===== src/rtl/fetch.sv =====
`default_nettype none
// ============================================================================
// Module      : fetch
// Description : Instruction fetch unit. Issues one memory read at a time
//               from a running PC, queues returned words with their address
//               and presents the oldest entry to the decode stage. A redirect
//               flushes the queue, reloads the PC and discards any read that
//               is still in flight.
// Ports       : clk, rst          - clock, asynchronous active-high reset
//               en                - allows new memory requests
//               redirect,         - flush and reload PC (word aligned)
//               redirect_pc
//               mem_req/addr/gnt  - request handshake (one outstanding)
//               mem_rvalid/rdata  - read return
//               opcode/pc_out     - head entry of the instruction queue
//               opcode_valid/     - head handshake with decode
//               opcode_ready
//               q_count           - queue occupancy
// Revision    : 1.0 - initial release
// ============================================================================
module fetch #(
  parameter int            N        = 32,
  parameter int            DEPTH    = 4,
  parameter logic [N-1:0]  RESET_PC = '0
) (
  input  logic                   clk,
  input  logic                   rst,
  input  logic                   en,
  input  logic                   redirect,
  input  logic [N-1:0]           redirect_pc,
  output logic                   mem_req,
  output logic [N-1:0]           mem_addr,
  input  logic                   mem_gnt,
  input  logic                   mem_rvalid,
  input  logic [31:0]            mem_rdata,
  output logic [31:0]            opcode,
  output logic                   opcode_valid,
  input  logic                   opcode_ready,
  output logic [N-1:0]           pc_out,
  output logic [$clog2(DEPTH):0] q_count
);

  localparam int            AW   = $clog2(DEPTH);
  localparam logic [AW:0]   FULL = (AW+1)'(DEPTH);

  typedef enum logic [1:0] {
    IDLE = 2'd0,
    REQ  = 2'd1,
    WAIT = 2'd2,
    DROP = 2'd3
  } state_t;

  state_t        state;
  state_t        state_nxt;

  logic [N-1:0]  pc;
  logic [N-1:0]  req_pc;
  logic [31:0]   opc_mem [DEPTH];
  logic [N-1:0]  pc_mem  [DEPTH];
  logic [AW-1:0] rd_ptr;
  logic [AW-1:0] wr_ptr;
  logic [AW:0]   count;
  logic          push;
  logic          pop;

  // Redirect suppresses both queue operations: the flush wins.
  assign push = (state == WAIT) && mem_rvalid && !redirect;
  assign pop  = opcode_valid && opcode_ready && !redirect;

  assign mem_addr     = pc;
  assign opcode_valid = (count != '0);
  assign q_count      = count;
  assign opcode       = opc_mem[rd_ptr];
  assign pc_out       = pc_mem[rd_ptr];

  always_ff @(posedge clk or posedge rst) begin
    if (rst) begin
      state <= IDLE;
    end else begin
      state <= state_nxt;
    end
  end

  always_comb begin
    state_nxt = state;
    mem_req   = 1'b0;
    case (state)
      IDLE: begin
        // Only one request can be outstanding and it is the only push
        // source, so checking occupancy here is enough to avoid overflow.
        if (en && !redirect && (count < FULL)) begin
          state_nxt = REQ;
        end
      end
      REQ: begin
        mem_req = 1'b1;
        if (redirect) begin
          state_nxt = mem_gnt ? DROP : IDLE;
        end else if (mem_gnt) begin
          state_nxt = WAIT;
        end
      end
      WAIT: begin
        if (redirect) begin
          state_nxt = mem_rvalid ? IDLE : DROP;
        end else if (mem_rvalid) begin
          state_nxt = IDLE;
        end
      end
      DROP: begin
        // The stale read must still be consumed before a new request.
        if (mem_rvalid) begin
          state_nxt = IDLE;
        end
      end
      default: state_nxt = IDLE;
    endcase
  end

  always_ff @(posedge clk or posedge rst) begin
    if (rst) begin
      pc     <= RESET_PC;
      req_pc <= RESET_PC;
      rd_ptr <= '0;
      wr_ptr <= '0;
      count  <= '0;
    end else if (redirect) begin
      pc     <= {redirect_pc[N-1:2], 2'b00};
      rd_ptr <= '0;
      wr_ptr <= '0;
      count  <= '0;
    end else begin
      if ((state == REQ) && mem_gnt) begin
        req_pc <= pc;
        pc     <= pc + N'(4);
      end
      if (push) begin
        wr_ptr <= wr_ptr + AW'(1);
      end
      if (pop) begin
        rd_ptr <= rd_ptr + AW'(1);
      end
      case ({push, pop})
        2'b10:   count <= count + (AW+1)'(1);
        2'b01:   count <= count - (AW+1)'(1);
        default: count <= count;
      endcase
    end
  end

  // Queue storage needs no reset; the head is only meaningful when valid.
  always_ff @(posedge clk) begin
    if (push) begin
      opc_mem[wr_ptr] <= mem_rdata;
      pc_mem[wr_ptr]  <= req_pc;
    end
  end

endmodule
`default_nettype wire


===== config.mk =====
export PLATFORM = sky130hd
export DESIGN_NAME = fetch
export DESIGN_NICKNAME = d
export VERILOG_FILES = /design/src/rtl/fetch.sv
export SDC_FILE = /design/constraint.sdc
export NUM_CORES = 1
export LEC_CHECK = 0
export ABC_AREA = 1
export CORE_UTILIZATION = 59
export DETAILED_ROUTE_END_ITERATION = 8
export MAX_ROUTING_LAYER = met4
export PLACE_DENSITY = 0.85
export SYNTH_ARGS = -nofsm -noshare
export SYNTH_HDL_FRONTEND = slang
export SYNTH_SLANG_ARGS = --single-unit
export TNS_END_PERCENT = 20

===== constraint.sdc =====
create_clock -name clk -period 9.4 [get_ports clk]
set_input_delay 1.41 -clock clk [delete_from_list [all_inputs] [get_ports clk]]
set_output_delay 1.41 -clock clk [all_outputs]
set_load 0.005 [all_outputs]

==> impl_results.md <==
* Vias per inst at 5.686
* Commonest cells after routing, fill and taps aside: edfxtp_1, nor2_1, clkdlybuf4s50_1
* Cell variety after synth at 37
* CTS clock-pin slew for the worst setup and hold paths at 60 ps
* Final Util at 0.7440
* Post-synthesis sequential area ratio at 0.7083
* Pwr Density at 252.4 nW/um2
* Min cycle time layout at 4782 ps
* Htree depth at 1
* Post-CTS Hold Fix Bufs at 0
* Yosys warning count at 0
* Setup Skew at 5.069 ps
* Final instance area at 15,840 um2
* Post-synthesis cell count at 1,122
* Number of port buffers at 165
* ANT nets after route at 0
* Pwr Total at 3.997 mW
* Post-Synthesis Cell Area at 12,950 um2
* Fin crit share at 0.5088
* Gpl congestion at 0.9537
* Primary FF master, synth: edfxtp_1
* Hpwl dp at 15,870 um
* I/O pin count at 172
* Die Span X at 150.2 um
* Slew Viols, Final at 0
* Sequence of cells on the critical path: buf_4 -> inv_2 -> o21ai_0 -> o22ai_1 -> clkdlybuf4s50_1
* Commonest non-fill, non-tap cell in the layout: edfxtp_1
* Final setup viols at 0
* Switching power at 1.118 mW
* # clock sinks at 317
* Inserted Diodes at 0
* Crit path max-delay family: buffers and inverters
* Die height at 150.2 um
* Area growth, synth to finish at 22.28%
* CTS Buf Count at 29
* Post-synth EDFFs at 248
* Crit path required time at 7990 ps
* Status: complete, no violations
* CP arrival at 3370 ps
* Wirelength per Cell at 17.74 um
* Leak Pwr at 5.769 nW
* Core box area at 21,290 um2
* Crit Path Class: reg -> out
* Worst skew pair latency at 540 ps
* FMAX at 209.1 MHz
* MaxCap Viol Count at 0
* GRT overflow at 0
* Detailed-route DRC error count at 0
* DRT Pass-1 Iters at 5
* Slew margin rel. at 0.2896
* Starting Density at 0.6084
* Setup WS post-layout at 4618 ps
* TritonCTS clock tree: done
* Via count at 8,916
* Post_cts resized at 0
* CTS Buffer Depth at 3
* GRT Util Overall at 0.2575
* Worst slew pin tran at 1064 ps
* Yosys reg bits at 317
* Slowest cell on crit path: inv_2
* Syn Area/Cell at 11.54 um2
* Int Power at 2.879 mW
* DR iter-0 viols at 662
* VDD IR-drop max at 135.2 uV
* Placement Cell Area at 14,800 um2
* WL final at 27,810 um
* Vias in the first global route at 8,685
* Worst setup SP type: flop
* Sequential power share at 0.471
* Final-report hold violation count at 0
* Root Driver: clkbuf_16
* Core Rows at 53
* Worst Setup End Kind: output port
* First-pass GRT wire length at 43,540 um
* Hold Path Class: reg -> reg
* Share of cells above drive strength 1 at 0.06574
* Gate power share at 0.214
* Place WS at 4931 ps
* Max stage delay on crit path at 870 ps
* Initial antenna violation count at 0
* Clock power frac at 0.314
* Final nets at 1,348
* Setup TNS at 0 ps
* Die ar. at 22,550 um2
* Async S/R FF share, synth at 0.2177
* Worst-path maximum fanout at 64
* Largest net degree at the start of global routing at 93
* RSZ-0062 raised after global routing: false
* Post-CTS setup buffer count at 0
* WP buf/inv at 3
* Switch share at 0.2797
[synth_stat cells, types with 8 or more instances]
library cell,instances,area share
buf_2,16,0.0062
clkbuf_1,38,0.011
nand2_1,154,0.045
dfrtp_1,69,0.13
nand4_1,12,0.0058
nor2_1,189,0.055
nor2_2,8,0.0039
inv_1,54,0.016
o22ai_1,65,0.031
nand3_1,46,0.018
edfxtp_1,248,0.58
o21ai_0,159,0.061
[power by group through the flow]
stage               clock network, mW  logic [mW]  registers (mW)
floorplan                           0       0.452            1.84
global placement                    0       0.827            1.89
detailed placement                  0       0.853            1.90
CTS                              1.27       0.862            1.88
global route                     1.32       0.945            1.90
finish                           1.26       0.856            1.88
[sequential cells by signal, summed over array words and instances (netlist names)]
signal,flops
state,2
wr_ptr,2
req_pc,30
rd_ptr,2
mem_addr,30
opc_mem,128
pc_mem,120
q_count,3
[per-stage QoR]
stage	std cells	hold slack (ps)
after floorplan	1125	476.3
after global placement	1515	492.9
after detailed placement	1515	512.2
after CTS	1568	531.7
after global routing	1568	551.6
final	1568	530.7
[metal layers]
metal,track usage,vias up,wire [um]
li1,-,4258,-
met1,0.3388,4235,11320
met2,0.4250,384,13670
met3,0.03212,39,2276
met4,0.07424,0,540
met5,-,-,0
[kinds of logic (layout without fill, tap and decap cells)]
logic type               count (synthesis)  in the layout  share of synthesized area
AND/OR/NAND/NOR                        427            427                     0.1395
flip-flops                             317            317                     0.7083
AO/OA/AOI/OAI                          247            247                     0.1043
buffers and inverters                  119            287                    0.03777
adder cells (fa/ha/maj)                  6              6                   0.006376
XOR/XNOR                                 5              5                   0.003382
other                                    1              4                  0.0002895
[path summary, 6_finish.rpt]
kind	startpoint	to	slack, ps	cells past startpoint
max in group asynchronous	rst	rd_ptr[0]$_DFFE_PP0P_	7310	3
worst max register to register	state[1]$_DFFE_PP0P_	opc_mem[2][27]$_DFFE_PP_	7060	3
worst max-delay path	rd_ptr[1]$_DFFE_PP0P_	pc_out[20]	4620	5
worst min register to register	req_pc[20]$_DFFE_PP0P_	pc_mem[2][20]$_DFFE_PP_	530	0
worst min-delay path	req_pc[20]$_DFFE_PP0P_	pc_mem[2][20]$_DFFE_PP_	530	0
min in group asynchronous	rst	q_count[0]$_DFFE_PP0P_	1450	3
[area by class of cell]
class	count	area, um2
fill	1371	5450
inverter	60	226.5
sequential	317	9179
multi-input combinational	689	3329
clock inverter	15	205.2
clock buffer	38	833.3
timing repair buffer	174	1719
tap	275	344.1
Power figures use the tool's default switching activity.
==> RTL edit: new RTL, config.mk and constraints unchanged <==
Reset style: synchronous (`rst`), changed in 2 clocked blocks. Comments in the files are not updated.
--- a/src/rtl/fetch.sv
+++ b/src/rtl/fetch.sv
@@ -73,7 +73,7 @@
   assign opcode       = opc_mem[rd_ptr];
   assign pc_out       = pc_mem[rd_ptr];
 
-  always_ff @(posedge clk or posedge rst) begin
+  always_ff @(posedge clk) begin
     if (rst) begin
       state <= IDLE;
     end else begin
@@ -117,7 +117,7 @@
     endcase
   end
 
-  always_ff @(posedge clk or posedge rst) begin
+  always_ff @(posedge clk) begin
     if (rst) begin
       pc     <= RESET_PC;
       req_pc <= RESET_PC;
Formal check against the unedited RTL: differs if rst is asserted again (counterexample within 4 cycles, from zero or initial values and one cycle with rst high); with rst held inactive, the same outputs for 4 cycles.
==> RTL edit against the unedited design <==
- area after synthesis barely moved
- die area barely moved
- critical path depth rose by 1
- count of clock-buffer cells in the layout fell by 6
- largest cell class unchanged
- sequential share of layout area fell by 2.0 points
- wire length rose by 1.9%
- worst setup slack improved by 0.087 ns
- non-clock buffer count rose by 2
- sequential cell count rose by 2
- final area rose by 0.17%
- global-route usage rose by 0.13 points
Power is not compared: it rests on default switching activity, and its combinational part moved more than twofold at a synthesized area within 25%.
==> RTL edit: results <==
export IMPL_yosysUniqueCellTypes=40
export IMPL_grt_start_max_net_pins=97
export IMPL_numCtsBuffers=30
export IMPL_min_period_ns=4.70
export IMPL_path_max_fanout=63
export IMPL_top_layer_used="met4"
export IMPL_synth_xor_area_share_pct=0.0676
export IMPL_grt_pass1_vias=8725
export IMPL_place_area_mm2=0.0148
export IMPL_synth_cells=1164
export IMPL_ys_seq_area_share_pct=68.5
export IMPL_status="finished, final reports clean"
export IMPL_synthAdderAreaFrac_pct=0.734
export IMPL_hold_worst_slack_ns=0.472
export IMPL_nNetsFinal=1388
export IMPL_slowest_delay_ns=0.62
export IMPL_place_gp_congestion=0.944
export IMPL_arrival_ns=3.29
export IMPL_synth_common_cells="248 x edfxtp_1, 199 x nor2_1, 160 x o21ai_0"
export IMPL_wl_met3_um=2350
export IMPL_drive_gt1_share_pct=7.95
export IMPL_filler_cell_count=1375
export IMPL_hold_path_class="flop to flop"
export IMPL_synth_area_leaders="edfxtp_1 58%, dfxtp_1 11%, o21ai_0 6.2%, nor2_1 5.8%, nand2_1 3.6%"
export IMPL_drt_iter0_drc=671
export IMPL_grt_pass1_wl_um=43900
export IMPL_r2r_start="state[1]"
export IMPL_io_buffers=165
export IMPL_final_util_pct=74.5
export IMPL_async_reset_ff_share_pct=0
export IMPL_hpwl_um=16400
export IMPL_post_place_cells=1553
export IMPL_post_drt_wl_per_cell_um=17.6
export IMPL_viasPerCell=5.71
export IMPL_slew_headroom_pct=33.9
export IMPL_grtUsageTotal_pct=25.9
export IMPL_antenna_left=0
export IMPL_holdCritStartpoint="rd_ptr[1]"
export IMPL_routed_via_count=9185
==> RTL edit: changes by cell type in the layout (fill, tap and decap cells not counted), sizes merged, moves of 6 or more <==
cell    change
dfxtp      +71
dfrtp      -69
inv        +16
nor3       +13
nand4       -7
nor2       +16
a21oi      +21
clkbuf      -6
a211oi      +9
nand2      -28
nand3      -11
==> RTL edit: power by group through the flow <==
stage / combinational, mW / sequential, mW / clock, mW
2_1_floorplan: 0.0703 / 1.59 / 0
3_3_place_gp: 0.143 / 1.59 / 0
3_5_place_dp: 0.147 / 1.60 / 0
5_1_grt: 0.163 / 1.57 / 1.40
4_1_cts: 0.149 / 1.57 / 1.35
6_report: 0.149 / 1.57 / 1.33
==> RTL edit: critical path, delay by kind of cell (launching register included) <==
family	cells	cell delay, ns
buffers and inverters	4	2.08
AOI/OAI and AO/OA	2	0.32
DFF	1	0.31
==> RTL edit: final cells by class <==
cell class,count,area share [%]
Clock inverter,23,2.05
Sequential cell,319,55.9
Multi-Input combinational cell,706,22.2
Clock buffer,32,4.91
Timing Repair Buffer,176,10.9
Inverter,77,1.83
Tap cell,275,2.17
==> RTL edit: path summary, 6_finish.rpt <==
kind,to,cells past startpoint
min,flop,2
max,pc_out[21],6
min reg2reg,flop,2
max reg2reg,mem_addr[17],10
==> RTL edit: layer usage <==
metal / global-route usage [%] / vias up
met5: - / -
met4: 8.38 / 0
met3: 4.06 / 46
met2: 43.0 / 398
met1: 32.7 / 4356
li1: - / 4385
==> RTL edit: logic make-up after synthesis <==
family,Yosys count
AOI/OAI and AO/OA,282
and+or+nand+nor,412
other,1
DFF,319
xor gates and xnor gates,1
adders and majority gates,7
buffers and inverters,142
